--- src/rtl/regfile_writeback_pkg.sv ---
// Shared types, sizes and load-formatting helpers for the register-file
// writeback stage.
package regfile_writeback_pkg;

   localparam int XLEN     = 64;
   localparam int RD_W     = 5;
   localparam int LQ_DEPTH = 2;
   localparam int LQ_CNT_W = $clog2(LQ_DEPTH + 1);

   typedef enum logic [2:0] {
      F3_LB  = 3'b000,
      F3_LH  = 3'b001,
      F3_LW  = 3'b010,
      F3_LD  = 3'b011,
      F3_LBU = 3'b100,
      F3_LHU = 3'b101,
      F3_LWU = 3'b110,
      F3_ILL = 3'b111
   } ld_funct3_e;

   // One pending-load slot. A killed entry keeps its slot but writes nothing.
   typedef struct packed {
      logic            valid;
      logic [RD_W-1:0] rd;
      logic [XLEN-1:0] data;
   } lq_entry_t;

   // True when the load cannot be performed: bad encoding or misaligned offset.
   function automatic logic load_illegal(input logic [2:0] funct3,
                                         input logic [2:0] addr_lo);
      logic bad;
      bad = 1'b0;
      case (ld_funct3_e'(funct3))
         F3_LH, F3_LHU: bad = addr_lo[0];
         F3_LW, F3_LWU: bad = |addr_lo[1:0];
         F3_LD:         bad = |addr_lo;
         F3_ILL:        bad = 1'b1;
         default:       bad = 1'b0;
      endcase
      return bad;
   endfunction

   // Shift the addressed element down to bit 0, then sign- or zero-extend.
   function automatic logic [XLEN-1:0] load_format(input logic [2:0]      funct3,
                                                   input logic [2:0]      addr_lo,
                                                   input logic [XLEN-1:0] data);
      logic [XLEN-1:0] sh;
      logic [XLEN-1:0] res;
      sh = data >> {addr_lo, 3'b000};
      case (ld_funct3_e'(funct3))
         F3_LB:   res = {{(XLEN-8){sh[7]}},   sh[7:0]};
         F3_LH:   res = {{(XLEN-16){sh[15]}}, sh[15:0]};
         F3_LW:   res = {{(XLEN-32){sh[31]}}, sh[31:0]};
         F3_LBU:  res = {{(XLEN-8){1'b0}},    sh[7:0]};
         F3_LHU:  res = {{(XLEN-16){1'b0}},   sh[15:0]};
         F3_LWU:  res = {{(XLEN-32){1'b0}},   sh[31:0]};
         default: res = sh;
      endcase
      return res;
   endfunction

endpackage

--- src/rtl/regfile_writeback_if.sv ---
// ALU result, load-return handshake and register-file write port of the
// writeback stage. The slave side is the writeback stage itself.
interface regfile_writeback_if;
   import regfile_writeback_pkg::*;

   logic                alu_valid;
   logic [RD_W-1:0]     alu_rd;
   logic [XLEN-1:0]     alu_result;

   logic                ld_valid;
   logic                ld_ready;
   logic [RD_W-1:0]     ld_rd;
   logic [2:0]          ld_funct3;
   logic [2:0]          ld_addr_lo;
   logic [XLEN-1:0]     ld_data;

   logic                write_en;
   logic [RD_W-1:0]     write_register;
   logic [XLEN-1:0]     write_data;
   logic                ld_err;
   logic [LQ_CNT_W-1:0] lq_count;

   modport master (
      output alu_valid, alu_rd, alu_result,
      output ld_valid, ld_rd, ld_funct3, ld_addr_lo, ld_data,
      input  ld_ready,
      input  write_en, write_register, write_data, ld_err, lq_count
   );

   modport slave (
      input  alu_valid, alu_rd, alu_result,
      input  ld_valid, ld_rd, ld_funct3, ld_addr_lo, ld_data,
      output ld_ready,
      output write_en, write_register, write_data, ld_err, lq_count
   );

endinterface

--- src/rtl/regfile_writeback_lq.sv ---
// Pending-load FIFO. Entries whose rd matches a younger ALU write can be
// invalidated in place; they still drain in order but are never written.
module wb_load_queue
   import regfile_writeback_pkg::*;
#(
   parameter  int DEPTH = LQ_DEPTH,
   localparam int PTR_W = (DEPTH > 1) ? $clog2(DEPTH) : 1,
   localparam int CNT_W = $clog2(DEPTH + 1)
) (
   input  logic             clk,
   input  logic             rst,
   input  logic             push,
   input  lq_entry_t        push_entry,
   input  logic             pop,
   input  logic             kill_en,
   input  logic [RD_W-1:0]  kill_rd,
   output lq_entry_t        head,
   output logic [CNT_W-1:0] count,
   output logic             full,
   output logic             empty
);

   lq_entry_t        mem_q [DEPTH];
   lq_entry_t        mem_d [DEPTH];
   logic [PTR_W-1:0] wr_ptr_q, wr_ptr_d;
   logic [PTR_W-1:0] rd_ptr_q, rd_ptr_d;
   logic [CNT_W-1:0] count_q, count_d;

   // Next-state: kill matching entries, then retire the head, then append.
   always_comb begin
      mem_d    = mem_q;
      wr_ptr_d = wr_ptr_q;
      rd_ptr_d = rd_ptr_q;
      if (kill_en) begin
         for (int i = 0; i < DEPTH; i++) begin
            if (mem_q[i].rd == kill_rd) begin
               mem_d[i].valid = 1'b0;
            end
         end
      end
      if (pop) begin
         mem_d[rd_ptr_q].valid = 1'b0;
         rd_ptr_d = rd_ptr_q + PTR_W'(1);
      end
      // A push into the slot being popped (full queue) must win, so it comes last.
      if (push) begin
         mem_d[wr_ptr_q] = push_entry;
         wr_ptr_d = wr_ptr_q + PTR_W'(1);
      end
      count_d = count_q + CNT_W'(push) - CNT_W'(pop);
   end

   // Queue storage and pointers; reset leaves every slot invalid.
   always_ff @(posedge clk or posedge rst) begin
      if (rst) begin
         for (int i = 0; i < DEPTH; i++) begin
            mem_q[i] <= '0;
         end
         wr_ptr_q <= '0;
         rd_ptr_q <= '0;
         count_q  <= '0;
      end else begin
         for (int i = 0; i < DEPTH; i++) begin
            mem_q[i] <= mem_d[i];
         end
         wr_ptr_q <= wr_ptr_d;
         rd_ptr_q <= rd_ptr_d;
         count_q  <= count_d;
      end
   end

   assign head  = mem_q[rd_ptr_q];
   assign count = count_q;
   assign full  = (count_q == CNT_W'(DEPTH));
   assign empty = (count_q == '0);

endmodule

--- src/rtl/regfile_writeback.sv ---
// Writeback stage: one registered register-file write per cycle, chosen from
// the ALU result, the oldest queued load, or a load bypassing an empty queue.
module regfile_writeback
   import regfile_writeback_pkg::*;
(
   input logic                clk,
   input logic                rst,
   regfile_writeback_if.slave wb
);

   lq_entry_t           lq_head;
   lq_entry_t           push_entry;
   logic                lq_push, lq_pop, lq_full, lq_empty;
   logic [LQ_CNT_W-1:0] lq_count_w;

   logic                ld_ready, ld_fire, ld_bad, ld_take, ld_killed, ld_bypass;
   logic [XLEN-1:0]     ld_fmt;

   logic                sel_en;
   logic [RD_W-1:0]     sel_rd;
   logic [XLEN-1:0]     sel_data;

   logic                write_en_q, write_en_d;
   logic [RD_W-1:0]     write_register_q, write_register_d;
   logic [XLEN-1:0]     write_data_q, write_data_d;
   logic                ld_err_q, ld_err_d;

   // Load acceptance: handshake, legality, and where an accepted load goes.
   always_comb begin
      // A full queue can still accept when its head drains, i.e. no ALU this cycle.
      ld_ready   = ~rst & (~lq_full | ~wb.alu_valid);
      ld_fire    = wb.ld_valid & ld_ready;
      ld_bad     = load_illegal(wb.ld_funct3, wb.ld_addr_lo);
      ld_fmt     = load_format(wb.ld_funct3, wb.ld_addr_lo, wb.ld_data);
      ld_take    = ld_fire & ~ld_bad;
      // The load is older than the same-cycle ALU result, so it is overwritten.
      ld_killed  = ld_take & wb.alu_valid & (wb.ld_rd == wb.alu_rd);
      ld_bypass  = ld_take & ~wb.alu_valid & lq_empty;
      lq_push    = ld_take & ~ld_killed & ~ld_bypass;
      lq_pop     = ~wb.alu_valid & ~lq_empty;
      push_entry = '{valid: 1'b1, rd: wb.ld_rd, data: ld_fmt};
   end

   // Write-port arbitration (ALU, then queue head, then bypass) and x0 suppression.
   always_comb begin
      sel_en   = 1'b0;
      sel_rd   = '0;
      sel_data = '0;
      if (wb.alu_valid) begin
         sel_en   = 1'b1;
         sel_rd   = wb.alu_rd;
         sel_data = wb.alu_result;
      end else if (!lq_empty) begin
         sel_en   = lq_head.valid;
         sel_rd   = lq_head.rd;
         sel_data = lq_head.data;
      end else if (ld_bypass) begin
         sel_en   = 1'b1;
         sel_rd   = wb.ld_rd;
         sel_data = ld_fmt;
      end
      write_en_d       = sel_en & (sel_rd != '0);
      write_register_d = write_en_d ? sel_rd   : '0;
      write_data_d     = write_en_d ? sel_data : '0;
      ld_err_d         = ld_fire & ld_bad;
   end

   // Output registers.
   always_ff @(posedge clk or posedge rst) begin
      if (rst) begin
         write_en_q       <= 1'b0;
         write_register_q <= '0;
         write_data_q     <= '0;
         ld_err_q         <= 1'b0;
      end else begin
         write_en_q       <= write_en_d;
         write_register_q <= write_register_d;
         write_data_q     <= write_data_d;
         ld_err_q         <= ld_err_d;
      end
   end

   wb_load_queue #(.DEPTH(LQ_DEPTH)) u_lq (
      .clk        (clk),
      .rst        (rst),
      .push       (lq_push),
      .push_entry (push_entry),
      .pop        (lq_pop),
      .kill_en    (wb.alu_valid),
      .kill_rd    (wb.alu_rd),
      .head       (lq_head),
      .count      (lq_count_w),
      .full       (lq_full),
      .empty      (lq_empty)
   );

   assign wb.ld_ready       = ld_ready;
   assign wb.write_en       = write_en_q;
   assign wb.write_register = write_register_q;
   assign wb.write_data     = write_data_q;
   assign wb.ld_err         = ld_err_q;
   assign wb.lq_count       = lq_count_w;

endmodule

--- src/flat_wrapper.sv ---
// flat-port wrapper written by rule: the top's interface ports become plain ports
module regfile_writeback_flat import regfile_writeback_pkg::*;
  (clk, rst, wb_alu_valid, wb_alu_rd, wb_alu_result, wb_ld_valid, wb_ld_rd, wb_ld_funct3, wb_ld_addr_lo, wb_ld_data, wb_ld_ready, wb_write_en, wb_write_register, wb_write_data, wb_ld_err, wb_lq_count);
  regfile_writeback_if wb_i ();
  input logic clk;
  input logic rst;
  input wire logic [$bits(wb_i.alu_valid)-1:0] wb_alu_valid;
  input wire logic [$bits(wb_i.alu_rd)-1:0] wb_alu_rd;
  input wire logic [$bits(wb_i.alu_result)-1:0] wb_alu_result;
  input wire logic [$bits(wb_i.ld_valid)-1:0] wb_ld_valid;
  input wire logic [$bits(wb_i.ld_rd)-1:0] wb_ld_rd;
  input wire logic [$bits(wb_i.ld_funct3)-1:0] wb_ld_funct3;
  input wire logic [$bits(wb_i.ld_addr_lo)-1:0] wb_ld_addr_lo;
  input wire logic [$bits(wb_i.ld_data)-1:0] wb_ld_data;
  output wire logic [$bits(wb_i.ld_ready)-1:0] wb_ld_ready;
  output wire logic [$bits(wb_i.write_en)-1:0] wb_write_en;
  output wire logic [$bits(wb_i.write_register)-1:0] wb_write_register;
  output wire logic [$bits(wb_i.write_data)-1:0] wb_write_data;
  output wire logic [$bits(wb_i.ld_err)-1:0] wb_ld_err;
  output wire logic [$bits(wb_i.lq_count)-1:0] wb_lq_count;
  assign wb_i.alu_valid = wb_alu_valid;
  assign wb_i.alu_rd = wb_alu_rd;
  assign wb_i.alu_result = wb_alu_result;
  assign wb_i.ld_valid = wb_ld_valid;
  assign wb_i.ld_rd = wb_ld_rd;
  assign wb_i.ld_funct3 = wb_ld_funct3;
  assign wb_i.ld_addr_lo = wb_ld_addr_lo;
  assign wb_i.ld_data = wb_ld_data;
  assign wb_ld_ready = wb_i.ld_ready;
  assign wb_write_en = wb_i.write_en;
  assign wb_write_register = wb_i.write_register;
  assign wb_write_data = wb_i.write_data;
  assign wb_ld_err = wb_i.ld_err;
  assign wb_lq_count = wb_i.lq_count;
  regfile_writeback u_core (.clk(clk), .rst(rst), .wb(wb_i));
endmodule
--- config.mk ---
export PLATFORM = sky130hd
export DESIGN_NAME = regfile_writeback_flat
export DESIGN_NICKNAME = d
export VERILOG_FILES = /design/src/rtl/regfile_writeback_pkg.sv /design/src/rtl/regfile_writeback_if.sv /design/src/rtl/regfile_writeback_lq.sv /design/src/rtl/regfile_writeback.sv /design/src/flat_wrapper.sv
export SDC_FILE = /design/constraint.sdc
export NUM_CORES = 1
export LEC_CHECK = 0
export BUFFER_PORTS_ARGS = -buffer_cell sky130_fd_sc_hd__buf_2
export CAP_MARGIN = 15
export CORE_MARGIN = 5
export CORE_UTILIZATION = 45
export DETAILED_ROUTE_END_ITERATION = 6
export GPL_ROUTABILITY_DRIVEN = 0
export PLACE_DENSITY_LB_ADDON = 0.08
export SKIP_LAST_GASP = 1
export SLEW_MARGIN = 10
export SYNTH_ARGS = -nofsm -noshare
export SYNTH_HDL_FRONTEND = slang
export SYNTH_SLANG_ARGS = --single-unit
--- constraint.sdc ---
create_clock -name clk -period 8.2 [get_ports clk]
set_input_delay 0.41 -clock clk [delete_from_list [all_inputs] [get_ports clk]]
set_output_delay 0.41 -clock clk [all_outputs]
set_load 0.01 [all_outputs]
; ---- Word-level counts from Yosys, hierarchy flattened
; Index checks and enable logic that the tools add are counted.
; W data, S select, Z words.
[op_classes]
order_cmp = 4
mul = 0
bitwise_logic = 22
div = 0
add_sub_neg = 4
reduce_logical = 9
eq_ne = 11
n_shift = 1
n_mux = 28
[op_table]
columns = op, n
row1 = $pmux W64 S6, 1
row2 = $mux W70, 5
row3 = $bwmux W140, 2
row4 = $mux W140, 2
row5 = $mux W64, 4
row6 = $demux W70 S1, 2
row7 = $shr A64 B6 Y64, 1
row8 = $mux W5, 4
row9 = $eq A5 B5 Y1, 3
row10 = $and A1 B1 Y1, 12
row11 = $eq A3 B3 Y1 const B, 4
row12 = $mux W1, 7
row13 = $not A1 Y1, 7
row14 = $eq A3 B2 Y1 const B, 2
row15 = $reduce_or A2 Y1, 3
row16 = $reduce_bool A5 Y1, 1
row17 = $ge A2 B2 Y1 const B, 2
row18 = $lt A2 B1 Y1 const B, 2
row19 = $not A1 Y2, 2
row20 = $pmux W1 S4, 1
row21 = $eq A3 B1 Y1 const B, 1
row22 = $logic_not A3 Y1, 1
row23 = $reduce_or A3 Y1, 1
row24 = $add A1 B1 Y1 const B, 2
row25 = 6 further kinds, 7
[totals]
out_inout_bits = 74
rom_bits = 0
latch_bits = 0
ram_bits = 0
reg_bits = 215
memories = 0
inputBits = 148
word_cells = 92

; ---- Logic depth before layout (Yosys ltp)
[depth]
depth_word = 14
mapped_depth = 11
mapped_depth_nobuf = 9

; ---- Hierarchy
; A second synthesis with hierarchy kept.
[hier_totals]
hier_cells = 1049
hier_area_um2 = 11942.7
[modules_own_cells]
columns = module, cells_per_inst, seq_area_each_um2, instances, area_per_inst_um2
row1 = wb_load_queue, 409, 3603.5, 1, 6507.5
row2 = regfile_writeback, 640, 1776.7, 1, 5435.2

; ---- Worst setup path after synthesis
; OpenSTA, ideal clock, no wires.
[synth_path]
path_type = input -> register
startpoint = in rst
endpoint = reg u_core.u_lq.mem_q[89] (netlist name)
required_ns = 8.135
arrival_ns = 6.895
cell_stages = 10
setup_slack_ns = 1.240
setup_time_ns = 0.065
path_buffers = 4
cell_sequence = inv_1 -> and3_1 -> clkbuf_1 -> and2_1 -> and3b_1 -> buf_2 -> buf_1 -> buf_1 -> nand2_1 -> nand2_1
[synth_between]
elab_chain_len = 10
elab_cells_between_ends = 13
classes_between = 1 x mux / 12 x bitwise
[synth_lines]
columns = element, line
row1 = "start, declared", flat_wrapper.sv:6  ; input logic rst;
row2 = $not A1 Y1 *, regfile_writeback.sv:31  ; ld_ready = ~rst & (~lq_full | ~wb.alu_valid);
row3 = $and A1 B1 Y1 *, regfile_writeback.sv:31
row4 = $and A1 B1 Y1 *, regfile_writeback.sv:32  ; ld_fire = wb.ld_valid & ld_ready;
row5 = $and A1 B1 Y1 *, regfile_writeback.sv:35  ; ld_take = ld_fire & ~ld_bad;
row6 = $and A1 B1 Y1 (2 in a row), regfile_writeback.sv:37  ; ld_killed = ld_take & wb.alu_valid & (wb.ld_rd == wb.alu_rd);
row7 = $not A1 Y1, regfile_writeback.sv:39  ; lq_push = ld_take & ~ld_killed & ~ld_bypass;
row8 = $and A1 B1 Y1, regfile_writeback.sv:39
row9 = $and A1 B1 Y1 *, regfile_writeback.sv:39
row10 = $mux W140 *, regfile_writeback_lq.sv:46  ; if (push) begin
row11 = "end signal, assigned by index", regfile_writeback_lq.sv:64  ; mem_q[i] <= mem_d[i];
row12 = "end, declared", regfile_writeback_lq.sv:23  ; lq_entry_t mem_q [DEPTH];
; Mark *: on every way between the ends. The rest lies on a longest branch, timed or not.
; A chain may end at the register's enable or synchronous reset.

; ---- Final worst setup path
[layout_path]
startpoint = reg u_core.u_lq.rd_ptr_q
endpoint = reg u_core.write_data_q[32], in the netlist u_core.wb.write_data[32]
[layout_between]
elab_chain_len = 9
elab_cells_between_ends = 13
classes_between = 10 x mux / 2 x bitwise / 1 x reduce/logical
[layout_lines]
columns = element, line
row1 = "start, declared", regfile_writeback_lq.sv:26  ; logic [PTR_W-1:0] rd_ptr_q, rd_ptr_d;
row2 = "start signal, assigned", regfile_writeback_lq.sv:67  ; rd_ptr_q <= rd_ptr_d;
row3 = $not A1 Y2 (not written as such) *, regfile_writeback_lq.sv:72  ; assign head = mem_q[rd_ptr_q];
row4 = $mux W70 (not written as such) * (3 in a row), regfile_writeback_lq.sv:72
row5 = $mux W5, regfile_writeback.sv:53  ; end else if (!lq_empty) begin
row6 = $mux W5, regfile_writeback.sv:49  ; if (wb.alu_valid) begin
row7 = $reduce_bool A5 Y1, regfile_writeback.sv:62  ; write_en_d = sel_en & (sel_rd != '0);
row8 = $and A1 B1 Y1, regfile_writeback.sv:62
row9 = $mux W64 *, regfile_writeback.sv:64  ; write_data_d = write_en_d ? sel_data : '0;
row10 = net u_core.write_data_d[32], regfile_writeback.sv:25  ; logic [XLEN-1:0] write_data_q, write_data_d;
row11 = "end signal, assigned", regfile_writeback.sv:78  ; write_data_q <= write_data_d;
row12 = "end, declared", regfile_writeback.sv:25
; The timed path passes the listed nets; every way through them passes the cells marked *. The select of a mux whose other input is x is not followed.

==> summary.md <==
| Metric | Value |
|---|---|
| Status | `finished, violations left` |
| Failing checks | `design-rule violations` |
| Setup TNS | `0 ns` |
| M2 GR Usage | `38.3%` |
| Post-synth cell types | `58` |
| Total grt overflow | `0` |
| Worst Path Max Fanout | `63` |
| Max_cap viols | `0` |
| Final HPWL DP | `25700 microns` |
| CP required | `8.57 ns` |
| Die Area | `29700 sq um` |
| Worst setup SP type | `flop` |
| Met3 usage | `4.87%` |
| M1 GR Usage | `36.5%` |
| Routed via count | `9934` |
| Clk slew on worst S/H paths | `0.06 ns` |
| First-pass GRT wire length | `57800 microns` |
| Setup repair bufs after CTS | `0` |
| Placed Cells | `1632` |
| RSZ-0062 raised after global routing | `false` |
| Synthesized area | `11900 sq um` |
| Top-level I/O count | `222` |
| Vias in the first global route | `9792` |
| Synth warn | `0` |
| Top cell type's share of synthesized area | `45.3%` |
| Pin count of the biggest net entering global routing | `83` |
| Maximum clock rate | `292 MHz` |
| Largest family of logic cells by synthesized area | `multiplexers` |
| Core Util, Final | `53.8%` |
| WL per Instance | `22.3 microns` |
| Final min period | `3.43 ns` |
| Setup Viol. Count Final | `0` |
| Row count | `59` |
| Iteration-0 DRC Markers | `1012` |
| FFs w/ async S/R, synth | `100%` |
| Post-Route Skew | `0.0194 ns` |
| Cell accounting for the most synthesized area | `dfrtp_1` |
| Cts bufs inserted | `24` |
| Initial Util | `45.7%` |
| Crit path kind | `reg2reg` |
| Layout Nets | `1474` |
| Ranking of synthesized cells by area | `dfrtp_1 45%, mux2_2 10%, nand2_1 6.2%` |
| Layout cells sized above 1 | `32.1%` |
| Worst Setup End Kind | `flop` |
| Post-Synth Simple-Gate Area | `12.8%` |
| Adder-cell area share of the yosys netlist | `0.211%` |
| PortBufs | `221` |
| Clock buffer depth | `3` |
| Final hold violation count | `0` |
| Post-synth EDFFs | `0` |
| GRT Total Usage | `24.8%` |
| DRC errors left | `3` |
| Chip width | `172 microns` |
| Worst VDD drop | `0.148 mV` |
| Non-Filler Instances | `1679` |
| Total core area | `26000 sq um` |
| Syn Nets | `1316` |
| Grt peak-use layer | `met2` |
| Power per cell area | `316 nW/um^2` |
| Clk Latency, worst-skew pair | `0.53 ns` |
| Synth Area in Compound Gates | `15.5%` |
| Critical path arrival | `3.80 ns` |
| Post-synthesis mux area share | `20.9%` |
| Reg2reg path depth | `8` |
| First-pass iteration count of the detailed router | `7` |
| Worst slew margin | `25.3%` |
| Total clock sinks | `215` |
| Via density | `5.92` |
| Synthesized flop and latch total | `215` |
| Avg Inst Size Synth | `10.2 sq um` |
| # fillers | `2411` |
| Final Cycle Share | `41.8%` |
| Hold Crit Depth | `3` |
| Final slew viol count | `0` |
| Die Height | `172 microns` |
| Worst Tran Pin Value | `1.12 ns` |
| Synth top cells by count | `215 x dfrtp_1, 197 x nand2_1, 108 x mux2_2` |
| CTS Root Cell | `clkbuf_16` |
| LEAKAGE | `0.00672 uW` |
| XOR/XNOR Fraction of Synth Area | `1.40%` |
| Hold/Removal Path Class | `in2reg` |
| Syn-to-layout area delta | `17.8%` |
| Antenna Violating Nets Remaining | `0` |
| Top FF cell, synth | `dfrtp_1` |
| Seq/Total Area, Yosys | `45.3%` |
| Cell with the most instances after synthesis | `dfrtp_1` |
| CTS tree | `done` |
| Total wire length | `37400 microns` |
| H-tree level count | `1` |
| Initial antenna violation count | `5` |
| Cells after Synth | `1166` |
metrics by stage:
stage	worst slack (ns)	area [sq um]	hold WS [ns]	power (uW)
finish	4.77	14000	0.134	4410
global route	4.48	14000	0.137	4700
CTS	4.69	14000	0.105	4450
detailed placement	4.29	13100	0.459	3270
global placement	4.41	13100	0.453	3250
floorplan	1.24	11900	0.442	2770
cells by family after synthesis:
kind of cell / count (synthesis)
compound gates: 266
xor+xnor: 19
fa+ha+maj: 2
buf+inv: 111
flops: 215
mux: 204
simple gates: 349
worst max-delay path: stages, from the launching register on:
cell and delay [ns]:
dfrtp_2 0.70, buf_4 0.75, o21ba_2 0.28, nand2_1 0.06, o21ai_0 0.10, a221oi_1 0.33, a41o_2 0.29, buf_4 0.59
a21oi_1 0.12
path summary, 6_finish.rpt:
path,from,endpoint,slack (ns)
worst max-delay path,u_core.u_lq.rd_ptr_q$_DFFE_PP0P_,u_core.wb.write_data[32]$_DFF_PP0_,4.77
worst min-delay path,wb_alu_result[2],u_core.wb.write_data[2]$_DFF_PP0_,0.13
worst max register to register,u_core.u_lq.rd_ptr_q$_DFFE_PP0P_,u_core.wb.write_data[32]$_DFF_PP0_,4.77
worst min register to register,u_core.u_lq.mem_q[60]$_DFFE_PP0P_,u_core.u_lq.mem_q[60]$_DFFE_PP0P_,0.47
max in group asynchronous,rst,u_core.wb.write_data[60]$_DFF_PP0_,6.23
min in group asynchronous,rst,u_core.wb.write_data[9]$_DFF_PP0_,0.52
per-layer routing:
layer | part of all wire [%] | wire (microns)
met1 | 45 | 16800
met5 | 0.091 | 34
met4 | 2.2 | 835
met2 | 45 | 16700
met3 | 7.8 | 2930
state kept, by name, indices dropped and copies added (netlist names):
register	count
u_core.u_lq.wr_ptr_q	1
u_core.u_lq.mem_q	140
u_core.wb.ld_err	1
u_core.wb.write_en	1
u_core.wb.write_data	64
u_core.wb.write_register	5
u_core.u_lq.rd_ptr_q	1
u_core.u_lq.count	2
report_power, final:
group	total, uW	switching (uW)	internal (uW)
Combinational	1520	830	694
Clock	1160	454	710
Sequential	1730	225	1500
timing repair:
| item | 4_1_cts | 5_1_grt |
|---|---|---|
| gates resized for setup | 0 | 0 |
| hold endpoints to repair | 44 | 0 |
| hold buffers | 1 | 0 |
cell usage in the layout (no fill, tap or decap), drive strengths merged, types with 5 or more instances in the layout:
cell type | synthesis | layout
mux4 | 24 | 24
and2 | 5 | 5
a21oi | 46 | 46
a2bb2oi | 7 | 7
a32oi | 7 | 7
a31o | 7 | 7
or2 | 10 | 10
nand2 | 197 | 197
o2bb2ai | 7 | 7
xor2 | 13 | 13
nor2b | 15 | 15
a22oi | 28 | 28
buf | 22 | 236
nand3 | 21 | 21
a221oi | 19 | 19
clkbuf | 83 | 30
mux2 | 108 | 108
a222oi | 15 | 15
clkinv | 0 | 9
a22o | 10 | 10
dfrtp | 215 | 215
o22ai | 13 | 13
xnor2 | 6 | 6
nor2 | 59 | 59
inv | 6 | 6
mux2i | 72 | 72
nor3 | 9 | 9
o21a | 5 | 5
o31ai | 16 | 16
or3 | 17 | 17
o21ai | 65 | 65
area by class of cell:
type | instances | area, sq um | area share, %
antenna | 2 | 5.00 | 0.0358
clock buffer | 30 | 673 | 4.82
clock inverter | 14 | 188 | 1.34
inverter | 6 | 30.0 | 0.215
multi-input combinational | 840 | 6050 | 43.3
sequential | 215 | 5380 | 38.5
tap | 335 | 419 | 3.00
timing repair buffer | 237 | 1230 | 8.83
(Power assumes the default switching activity.)
